==> config.mk <==
export PLATFORM = sky130hd
export DESIGN_NAME = pipe_ctrl_flat
export DESIGN_NICKNAME = d
export VERILOG_FILES = /design/src/rtl/pipe_ctrl_pkg.sv /design/src/rtl/pipe_ctrl_if.sv /design/src/rtl/pipe_ctrl_stall_counter.sv /design/src/rtl/pipe_ctrl.sv /design/src/flat_wrapper.sv
export SDC_FILE = /design/constraint.sdc
export NUM_CORES = 1
export LEC_CHECK = 0
export ABC_AREA = 1
export BUFFER_PORTS_ARGS = -buffer_cell sky130_fd_sc_hd__buf_2
export CAP_MARGIN = 10
export CORE_UTILIZATION = 55
export DETAILED_ROUTE_END_ITERATION = 8
export HOLD_SLACK_MARGIN = 0.15
export PLACE_DENSITY = 0.82
export SETUP_SLACK_MARGIN = 0.4
export SLEW_MARGIN = 30
export SYNTH_ARGS = -nofsm -noshare
export SYNTH_HDL_FRONTEND = slang
export SYNTH_HIERARCHICAL = 1
export SYNTH_SLANG_ARGS = --single-unit
==> constraint.sdc <==
create_clock -name clk -period 5.05 [get_ports clk]
set_input_delay 0.7575 -clock clk [delete_from_list [all_inputs] [get_ports clk]]
set_output_delay 0.7575 -clock clk [all_outputs]
set_load 0.01 [all_outputs]
==> src/rtl/pipe_ctrl_pkg.sv <==
// Shared definitions for the pipeline controller: stall bus encoding,
// stall masks, FSM states and the default exception vector.
package pipe_ctrl_pkg;

  localparam int          STALL_W        = 8;
  localparam logic        STOP           = 1'b1;
  localparam logic        NO_STOP        = 1'b0;
  localparam logic [31:0] ZERO_WORD      = 32'h0000_0000;
  localparam logic [31:0] EXC_VECTOR_DEF = 32'hBFC0_0380;

  localparam logic [STALL_W-1:0] STALL_NONE = 8'h00;
  localparam logic [STALL_W-1:0] STALL_IF   = 8'h03;
  localparam logic [STALL_W-1:0] STALL_ID   = 8'h0F;
  localparam logic [STALL_W-1:0] STALL_EX   = 8'h1F;
  localparam logic [STALL_W-1:0] STALL_MEM  = 8'h7F;

  typedef enum logic [1:0] {
    ST_RUN      = 2'd0,
    ST_WAIT_MEM = 2'd1,
    ST_FLUSH    = 2'd2
  } state_e;

  // The deepest requesting stage wins; everything upstream of it freezes too.
  function automatic logic [STALL_W-1:0] stall_mask(input logic req_if,
                                                    input logic req_id,
                                                    input logic req_ex,
                                                    input logic req_mem);
    logic [STALL_W-1:0] mask;
    if (req_mem) begin
      mask = STALL_MEM;
    end else if (req_ex) begin
      mask = STALL_EX;
    end else if (req_id) begin
      mask = STALL_ID;
    end else if (req_if) begin
      mask = STALL_IF;
    end else begin
      mask = STALL_NONE;
    end
    return mask;
  endfunction

endpackage

==> src/rtl/pipe_ctrl_if.sv <==
// Stall-request, redirect-event and stall/flush bus between the pipeline
// stages and the central controller.
interface pipe_ctrl_if;
  import pipe_ctrl_pkg::*;

  logic               stallreq_if;
  logic               stallreq_id;
  logic               stallreq_ex;
  logic               stallreq_mem;
  logic               exc_valid;
  logic               eret;
  logic [31:0]        cp0_epc;
  logic [STALL_W-1:0] stall;
  logic               flush;
  logic [31:0]        new_pc;

  modport master (
    output stallreq_if, stallreq_id, stallreq_ex, stallreq_mem,
    output exc_valid, eret, cp0_epc,
    input  stall, flush, new_pc
  );

  modport slave (
    input  stallreq_if, stallreq_id, stallreq_ex, stallreq_mem,
    input  exc_valid, eret, cp0_epc,
    output stall, flush, new_pc
  );

endinterface

==> src/rtl/pipe_ctrl_stall_counter.sv <==
// Saturating performance counter with synchronous clear; clear beats increment.
module pipe_ctrl_stall_counter #(
  parameter int CNT_W = 32
) (
  input  logic             clk,
  input  logic             rst,
  input  logic             clr,
  input  logic             inc,
  output logic [CNT_W-1:0] cnt
);

  logic [CNT_W-1:0] cnt_d;
  logic [CNT_W-1:0] cnt_q;

  // next count: clear, saturating increment or hold
  always_comb begin
    cnt_d = cnt_q;
    if (clr) begin
      cnt_d = {CNT_W{1'b0}};
    end else if (inc && (cnt_q != {CNT_W{1'b1}})) begin
      cnt_d = cnt_q + {{(CNT_W-1){1'b0}}, 1'b1};
    end else begin
      cnt_d = cnt_q;
    end
  end

  // counter register
  always_ff @(posedge clk) begin
    if (rst) begin
      cnt_q <= {CNT_W{1'b0}};
    end else begin
      cnt_q <= cnt_d;
    end
  end

  assign cnt = cnt_q;

endmodule

==> src/rtl/pipe_ctrl.sv <==
// Central pipeline controller: merges stall requests into the stall bus and
// sequences exception/ERET redirects (freeze, drain memory, flush, redirect).
module pipe_ctrl
  import pipe_ctrl_pkg::*;
#(
  parameter logic [31:0] EXC_VECTOR = EXC_VECTOR_DEF,
  parameter int          CNT_W      = 32
) (
  input  logic             clk,
  input  logic             rst,
  pipe_ctrl_if.slave       bus,
  input  logic             perf_clr,
  output logic [CNT_W-1:0] stall_cnt
);

  state_e             state_d, state_q;
  logic [31:0]        target_d, target_q;
  logic               flush_d, flush_q;
  logic [31:0]        new_pc_d, new_pc_q;
  logic [STALL_W-1:0] stall_s;
  logic               event_s;

  assign event_s = bus.exc_valid | bus.eret;

  // next state, redirect target and combinational stall bus
  always_comb begin
    state_d  = state_q;
    target_d = target_q;
    stall_s  = STALL_NONE;
    case (state_q)
      ST_RUN: begin
        if (event_s) begin
          // bubble the faulting instruction at MEM/WB so it never commits
          stall_s  = STALL_MEM;
          target_d = bus.exc_valid ? EXC_VECTOR : bus.cp0_epc;
          state_d  = bus.stallreq_mem ? ST_WAIT_MEM : ST_FLUSH;
        end else begin
          stall_s = stall_mask(bus.stallreq_if, bus.stallreq_id,
                               bus.stallreq_ex, bus.stallreq_mem);
          state_d = ST_RUN;
        end
      end
      ST_WAIT_MEM: begin
        stall_s = STALL_MEM;
        if (bus.stallreq_mem) begin
          state_d = ST_WAIT_MEM;
        end else begin
          state_d = ST_FLUSH;
        end
      end
      ST_FLUSH: begin
        stall_s = STALL_NONE;
        state_d = ST_RUN;
      end
      default: begin
        stall_s = STALL_NONE;
        state_d = ST_RUN;
      end
    endcase
    flush_d  = (state_d == ST_FLUSH);
    new_pc_d = flush_d ? target_d : ZERO_WORD;
  end

  // state, latched target and registered flush/redirect outputs
  always_ff @(posedge clk) begin
    if (rst) begin
      state_q  <= ST_RUN;
      target_q <= ZERO_WORD;
      flush_q  <= 1'b0;
      new_pc_q <= ZERO_WORD;
    end else begin
      state_q  <= state_d;
      target_q <= target_d;
      flush_q  <= flush_d;
      new_pc_q <= new_pc_d;
    end
  end

  assign bus.stall  = rst ? STALL_NONE : stall_s;
  assign bus.flush  = flush_q;
  assign bus.new_pc = new_pc_q;

  pipe_ctrl_stall_counter #(
    .CNT_W (CNT_W)
  ) u_stall_counter (
    .clk (clk),
    .rst (rst),
    .clr (perf_clr),
    .inc (bus.stall != STALL_NONE),
    .cnt (stall_cnt)
  );

endmodule

==> src/flat_wrapper.sv <==
// flat-port wrapper written by rule: the top's interface ports become plain ports
module pipe_ctrl_flat import pipe_ctrl_pkg::*;
#(
  parameter logic [31:0] EXC_VECTOR = EXC_VECTOR_DEF,
  parameter int          CNT_W      = 32
)
  (clk, rst, perf_clr, stall_cnt, bus_stallreq_if, bus_stallreq_id, bus_stallreq_ex, bus_stallreq_mem, bus_exc_valid, bus_eret, bus_cp0_epc, bus_stall, bus_flush, bus_new_pc);
  pipe_ctrl_if bus_i ();
  input  logic clk;
  input  logic rst;
  input  logic perf_clr;
  output logic [CNT_W-1:0] stall_cnt;
  input wire logic [$bits(bus_i.stallreq_if)-1:0] bus_stallreq_if;
  input wire logic [$bits(bus_i.stallreq_id)-1:0] bus_stallreq_id;
  input wire logic [$bits(bus_i.stallreq_ex)-1:0] bus_stallreq_ex;
  input wire logic [$bits(bus_i.stallreq_mem)-1:0] bus_stallreq_mem;
  input wire logic [$bits(bus_i.exc_valid)-1:0] bus_exc_valid;
  input wire logic [$bits(bus_i.eret)-1:0] bus_eret;
  input wire logic [$bits(bus_i.cp0_epc)-1:0] bus_cp0_epc;
  output wire logic [$bits(bus_i.stall)-1:0] bus_stall;
  output wire logic [$bits(bus_i.flush)-1:0] bus_flush;
  output wire logic [$bits(bus_i.new_pc)-1:0] bus_new_pc;
  assign bus_i.stallreq_if = bus_stallreq_if;
  assign bus_i.stallreq_id = bus_stallreq_id;
  assign bus_i.stallreq_ex = bus_stallreq_ex;
  assign bus_i.stallreq_mem = bus_stallreq_mem;
  assign bus_i.exc_valid = bus_exc_valid;
  assign bus_i.eret = bus_eret;
  assign bus_i.cp0_epc = bus_cp0_epc;
  assign bus_stall = bus_i.stall;
  assign bus_flush = bus_i.flush;
  assign bus_new_pc = bus_i.new_pc;
  pipe_ctrl #(.EXC_VECTOR(EXC_VECTOR), .CNT_W(CNT_W)) u_core (.clk(clk), .rst(rst), .bus(bus_i), .perf_clr(perf_clr), .stall_cnt(stall_cnt));
endmodule
* Word-level counts from Yosys, hierarchy flattened
Index checks and enable logic that the tools add are counted.
Operators by class: muxes and demuxes 13, equality and inequality tests 3, add/subtract/negate cells 1, reductions and logical operators 5, bitwise gates (word level) 2
Operators by type and width (count):
- 32-bit 2-to-1 mux | 3
- 8-bit 2-to-1 mux | 5
- 32-bit by 1-bit adder with 32-bit output, second input constant | 1
- 32-bit != test, second input constant | 1
- 8-bit one-hot mux with 2 select lines | 1
- 8-bit nonzero test | 1
- 2-bit 2-to-1 mux | 3
- 2-bit one-hot mux with 2 select lines | 1
- 2-bit OR reduction | 2
- 2-bit by 1-bit equality test with 1-bit output, second input constant | 1
- 2-bit equality test, second input constant | 1
- 2-bit zero test | 1
- 1-bit logical AND | 1
- 1-bit NOT | 1
- 1-bit OR | 1
Word-level totals: bits of input ports 41, output and inout port bits 73, word-level logic and storage cells 29, register bits after elaboration 99

* Longest topological paths before layout
word-level depth 9, gate-level depth with buffers 13, depth with buffers taken out 11

* Hierarchy
Netlist, hierarchy kept.
By module, submodules not included:
- pipe_ctrl | times used 1, cells each 321, area each 2487.4 µm²
- pipe_ctrl_stall_counter | times used 1, cells each 325, area each 2095.8 µm²

* Least setup slack after synthesis
No wires, ideal clock.
path kind input to output, start input rst, end output bus_stall[1], stages 5, data required time 4.293 ns, buffers on the path 2, slack 2.752 ns, arrival time 1.541 ns, cells stage by stage clkbuf_2 nor2_2 o21ai_0 nand3_1 buf_4
Between the ends: longest elaborated chain between the ends 1
RTL lines:
- from (decl) | RTL line flat_wrapper.sv:10 | input logic rst;
- 8-bit 2-to-1 mux | RTL line pipe_ctrl.sv:79 | assign bus.stall = rst ? STALL_NONE : stall_s;
- to (decl) | RTL line flat_wrapper.sv:20 | output wire logic [$bits(bus_i.stall)-1:0] bus_stall;
No other way between the ends.

* Final worst setup path
start input rst, end register u_core.u_stall_counter.cnt_q[20], in the netlist u_core/u_stall_counter/cnt[20]
Between the ends: longest elaborated chain between the ends 3, elaborated cells between the ends (all ways) 4, classes of those cells mux: 1; reduce/logical: 3
RTL lines:
- 8-bit 2-to-1 mux | RTL line pipe_ctrl.sv:79
- 8-bit nonzero test | RTL line pipe_ctrl.sv:89 | .inc (bus.stall != STALL_NONE),
- 1-bit logical AND | RTL line pipe_ctrl_stall_counter.sv:20 | end else if (inc && (cnt_q != {CNT_W{1'b1}})) begin
- to (signal assigned) | RTL line pipe_ctrl_stall_counter.sv:30 | cnt_q <= {CNT_W{1'b0}};
- to (signal assigned) | RTL line pipe_ctrl_stall_counter.sv:32 | cnt_q <= cnt_d;
- to (decl) | RTL line pipe_ctrl_stall_counter.sv:13 | logic [CNT_W-1:0] cnt_q;
Parallel ways exist; a longest one is shown, timed or not. A chain may end at the register's enable or synchronous reset.

==> impl_metrics.tcl <==
set metrics [dict create \
    nets 780 \
    seq_area_frac_synth_pct 43.2 \
    fillers 677 \
    r2r_slack_ns 2.66 \
    core_area_sq_um 7890 \
    vias_per_cell 5.20 \
    critical-path-top-delay-family "simple AND/OR/NAND/NOR gates" \
    r2r_end "u_core/u_stall_counter/cnt[14]$_SDFFE_PP0P_" \
    ff_latch_area_sq_um 1980 \
    cts.clk_slew.worst_paths_ns 0.11 \
    rows 32 \
    syn_area_per_cell_sq_um 7.09 \
    insertion_delay_ns 0.37 \
    grt_pass1_vias 4049 \
    cts_num_sinks 99 \
    cts_resized 0 \
    ir_drop_uv 215 \
    endpoint_kind "register" \
    worstSetupStartpointType "primary input" \
    synth-edff-count 0 \
    final_common_cell "nand2_1" \
    syn_inst 646 \
    maxSlewHeadroom_pct 46.0 \
    setup_viol 0 \
    dr_total_vias 4393 \
    numCtsBuffers 9 \
    postCtsSetupBuffers 0 \
    p_leak_nw 2.38 \
    multi_input_area_sq_um 2140 \
    globalplace.congestion 0.933 \
    clock_skew_ns 0.00863 \
    synth_area_leaders "dfxtp_1 43%, nand2_1 11%, nor2_1 10%" \
    dp_worst_setup_slack_ns 1.87 \
    layout_setup_ws_ns 2.20 \
    clockRootBuffer "clkbuf_8" \
    hold_violations 0 \
    r2r-start "u_core/state_q[1]$_SDFF_PP0_" \
    outcome "finished, final reports clean" \
    track_usage_pct 26.6 \
    drt-initial-drc-count 333 \
    worst_slew_pin_slew_ns 0.808 \
    synthArstFlopShare_pct 0 \
    clk_path_buf_depth 2 \
    overflow 0 \
    timing.fmax_ghz 0.351 \
    cts_max_level 3 \
    drv_slew 0 \
    cts_hold_buffers 0 \
    powerDensity_nw_per_um2 284 \
    cp.buffers_inverters 2 \
    antenna_cells 0 \
    synth_top_area_share_pct 43.2 \
    hpwl_microns 7810 \
    ys_ff_latch 99 \
    cts_tree "yes" \
    io_buffers 112 \
    ioPinCount 114 \
    critPathRequiredTime_ns 5.31 \
    hold_path.class "register to register" \
    synth-main-ff-cell "dfxtp_1" \
    final_cell_mix "129 x nand2_1, 125 x nor2_1, 112 x buf_2, 99 x dfxtp_1, 67 x nand3_1" \
    grt_max_degree 35 \
    finalCriticalPeriod_ns 2.85 \
    area_growth_pct 14.8 \
    worstRegToRegCells 10 \
    cpMaxStageDelayCell "nand3_1" \
    grt_pass1_wl_microns 18300 \
    dieArea_sq_um 8700 \
    drive_above_1_share_pct 22.6 \
    yosysTopAreaCell "dfxtp_1" \
    min_period_over_period_pct 56.5 \
    yosys_warnings 6 \
    totalWireLength_microns 10900 \
    maxCapViolCount 0 \
    crit_path_max_fanout 34 \
    crit_type "primary input to register" \
    dieHeight_microns 93.3 \
    slowest_delay_ns 0.59 \
    antenna_left 0 \
    path_cells "buf_2 -> nor2_2 -> nand2_1 -> nand3_1 -> nand3_1 -> inv_1 -> nand2_1 -> nor2_1 -> a21oi_1 -> nor2_1" \
    drc 0 \
    routedWlPerCell_microns 12.9 \
    antenna_found_initial 0 \
    holdCritStartpoint "u_core/target_q[0]$_SDFF_PP0_" \
    dr.pass1.iters 5 \
    whs_endpoint "u_core/target_q[0]$_SDFF_PP0_" \
    rsz0062_at_grt "no" \
    synthesis.nets 688 \
    start_util_pct 58.1 \
    tns_ns 0 \
    crit_arrival_ns 3.12 \
    syn-cell-area_sq_um 4580 \
    hold_depth 2 \
    ys_types 32 \
    die_w_microns 93.3 \
]
==> worst max-delay path by stage <==
stage / from / to / slack (ns) / cells after the start
after floorplan: rst / bus_stall[1] / 2.75 / 5
after global placement: rst / u_core/u_stall_counter/cnt[14]$_SDFFE_PP0P_ / 1.99 / 11
after detailed placement: rst / u_core/u_stall_counter/cnt[20]$_SDFFE_PP0P_ / 1.87 / 10
after CTS: rst / u_core/u_stall_counter/cnt[20]$_SDFFE_PP0P_ / 2.27 / 10
after global routing: rst / u_core/u_stall_counter/cnt[14]$_SDFFE_PP0P_ / 1.90 / 11
final: rst / u_core/u_stall_counter/cnt[20]$_SDFFE_PP0P_ / 2.20 / 10
==> synthesized netlist by cell type (all sizes together), types with 2 or more instances <==
cell    instances
nor3            4
o21ai           3
a21oi          63
nand2         140
nand4          14
inv            63
and2            2
buf            26
nand3b          3
nand3          72
dfxtp          99
nor2          142
clkbuf          6
a31oi           4
==> cells by family (layout without fill, tap and decap cells) <==
logic type                 Yosys count  after routing  synth area share, %
adders and majority gates            1              1                0.273
xor gates and xnor gates             2              2                0.382
AOI/OAI and AO/OA                   70             70                 8.08
other                                1              1               0.0818
buffers and inverters               95            192                 10.1
and+or+nand+nor                    378            378                 37.8
DFF                                 99             99                 43.2
==> registers in the layout, summed over array words and instances, names as in the netlist <==
name,count
u_core/target_q,32
u_core/bus.new_pc,32
u_core/bus.flush,1
u_core/state_q,2
u_core/u_stall_counter/cnt,32
==> area by class of cell <==
cell class / count / area share [%]
multi-input combinational: 452 / 40.7
sequential: 99 / 37.7
timing repair buffer: 113 / 10.8
inverter: 63 / 4.50
clock buffer: 10 / 2.62
tap: 102 / 2.43
clock inverter: 6 / 1.26
==> tightest hold or removal path: cells and delay by family, from the launching register on <==
kind             cells  cell delay (ns)
flip-flops           1             0.31
AND/OR/NAND/NOR      1             0.07
AO/OA/AOI/OAI        1             0.06
==> per-stage QoR <==
step	hold WS [ns]	std cells	cell area (sq um)	utilization [%]	power [mW]
finish	0.479	845	5260	66.7	1.49
global route	0.493	845	5260	66.7	1.56
global placement	0.457	829	5050	64.0	0.989
floorplan	0.444	646	4580	-	0.953
detailed placement	0.462	829	5060	64.1	0.994
CTS	0.478	845	5260	66.7	1.50
==> report_power, final <==
part	switching (mW)	leakage, nW	internal (mW)
Clock	0.307	0.102	0.209
Combinational	0.107	1.47	0.0530
Sequential	0.00864	0.806	0.809
Total	0.422	2.38	1.07
==> per-layer routing <==
metal | GRT usage, % | vias up | part of all wire (%)
met5 | 0 | - | 0
met2 | 44.6 | 146 | 47
met3 | 4.23 | 26 | 5.4
met1 | 33.4 | 1987 | 45
li1 | - | 2234 | -
met4 | 12.4 | 0 | 2.3
Note: power is estimated with default switching activity, not from simulation.
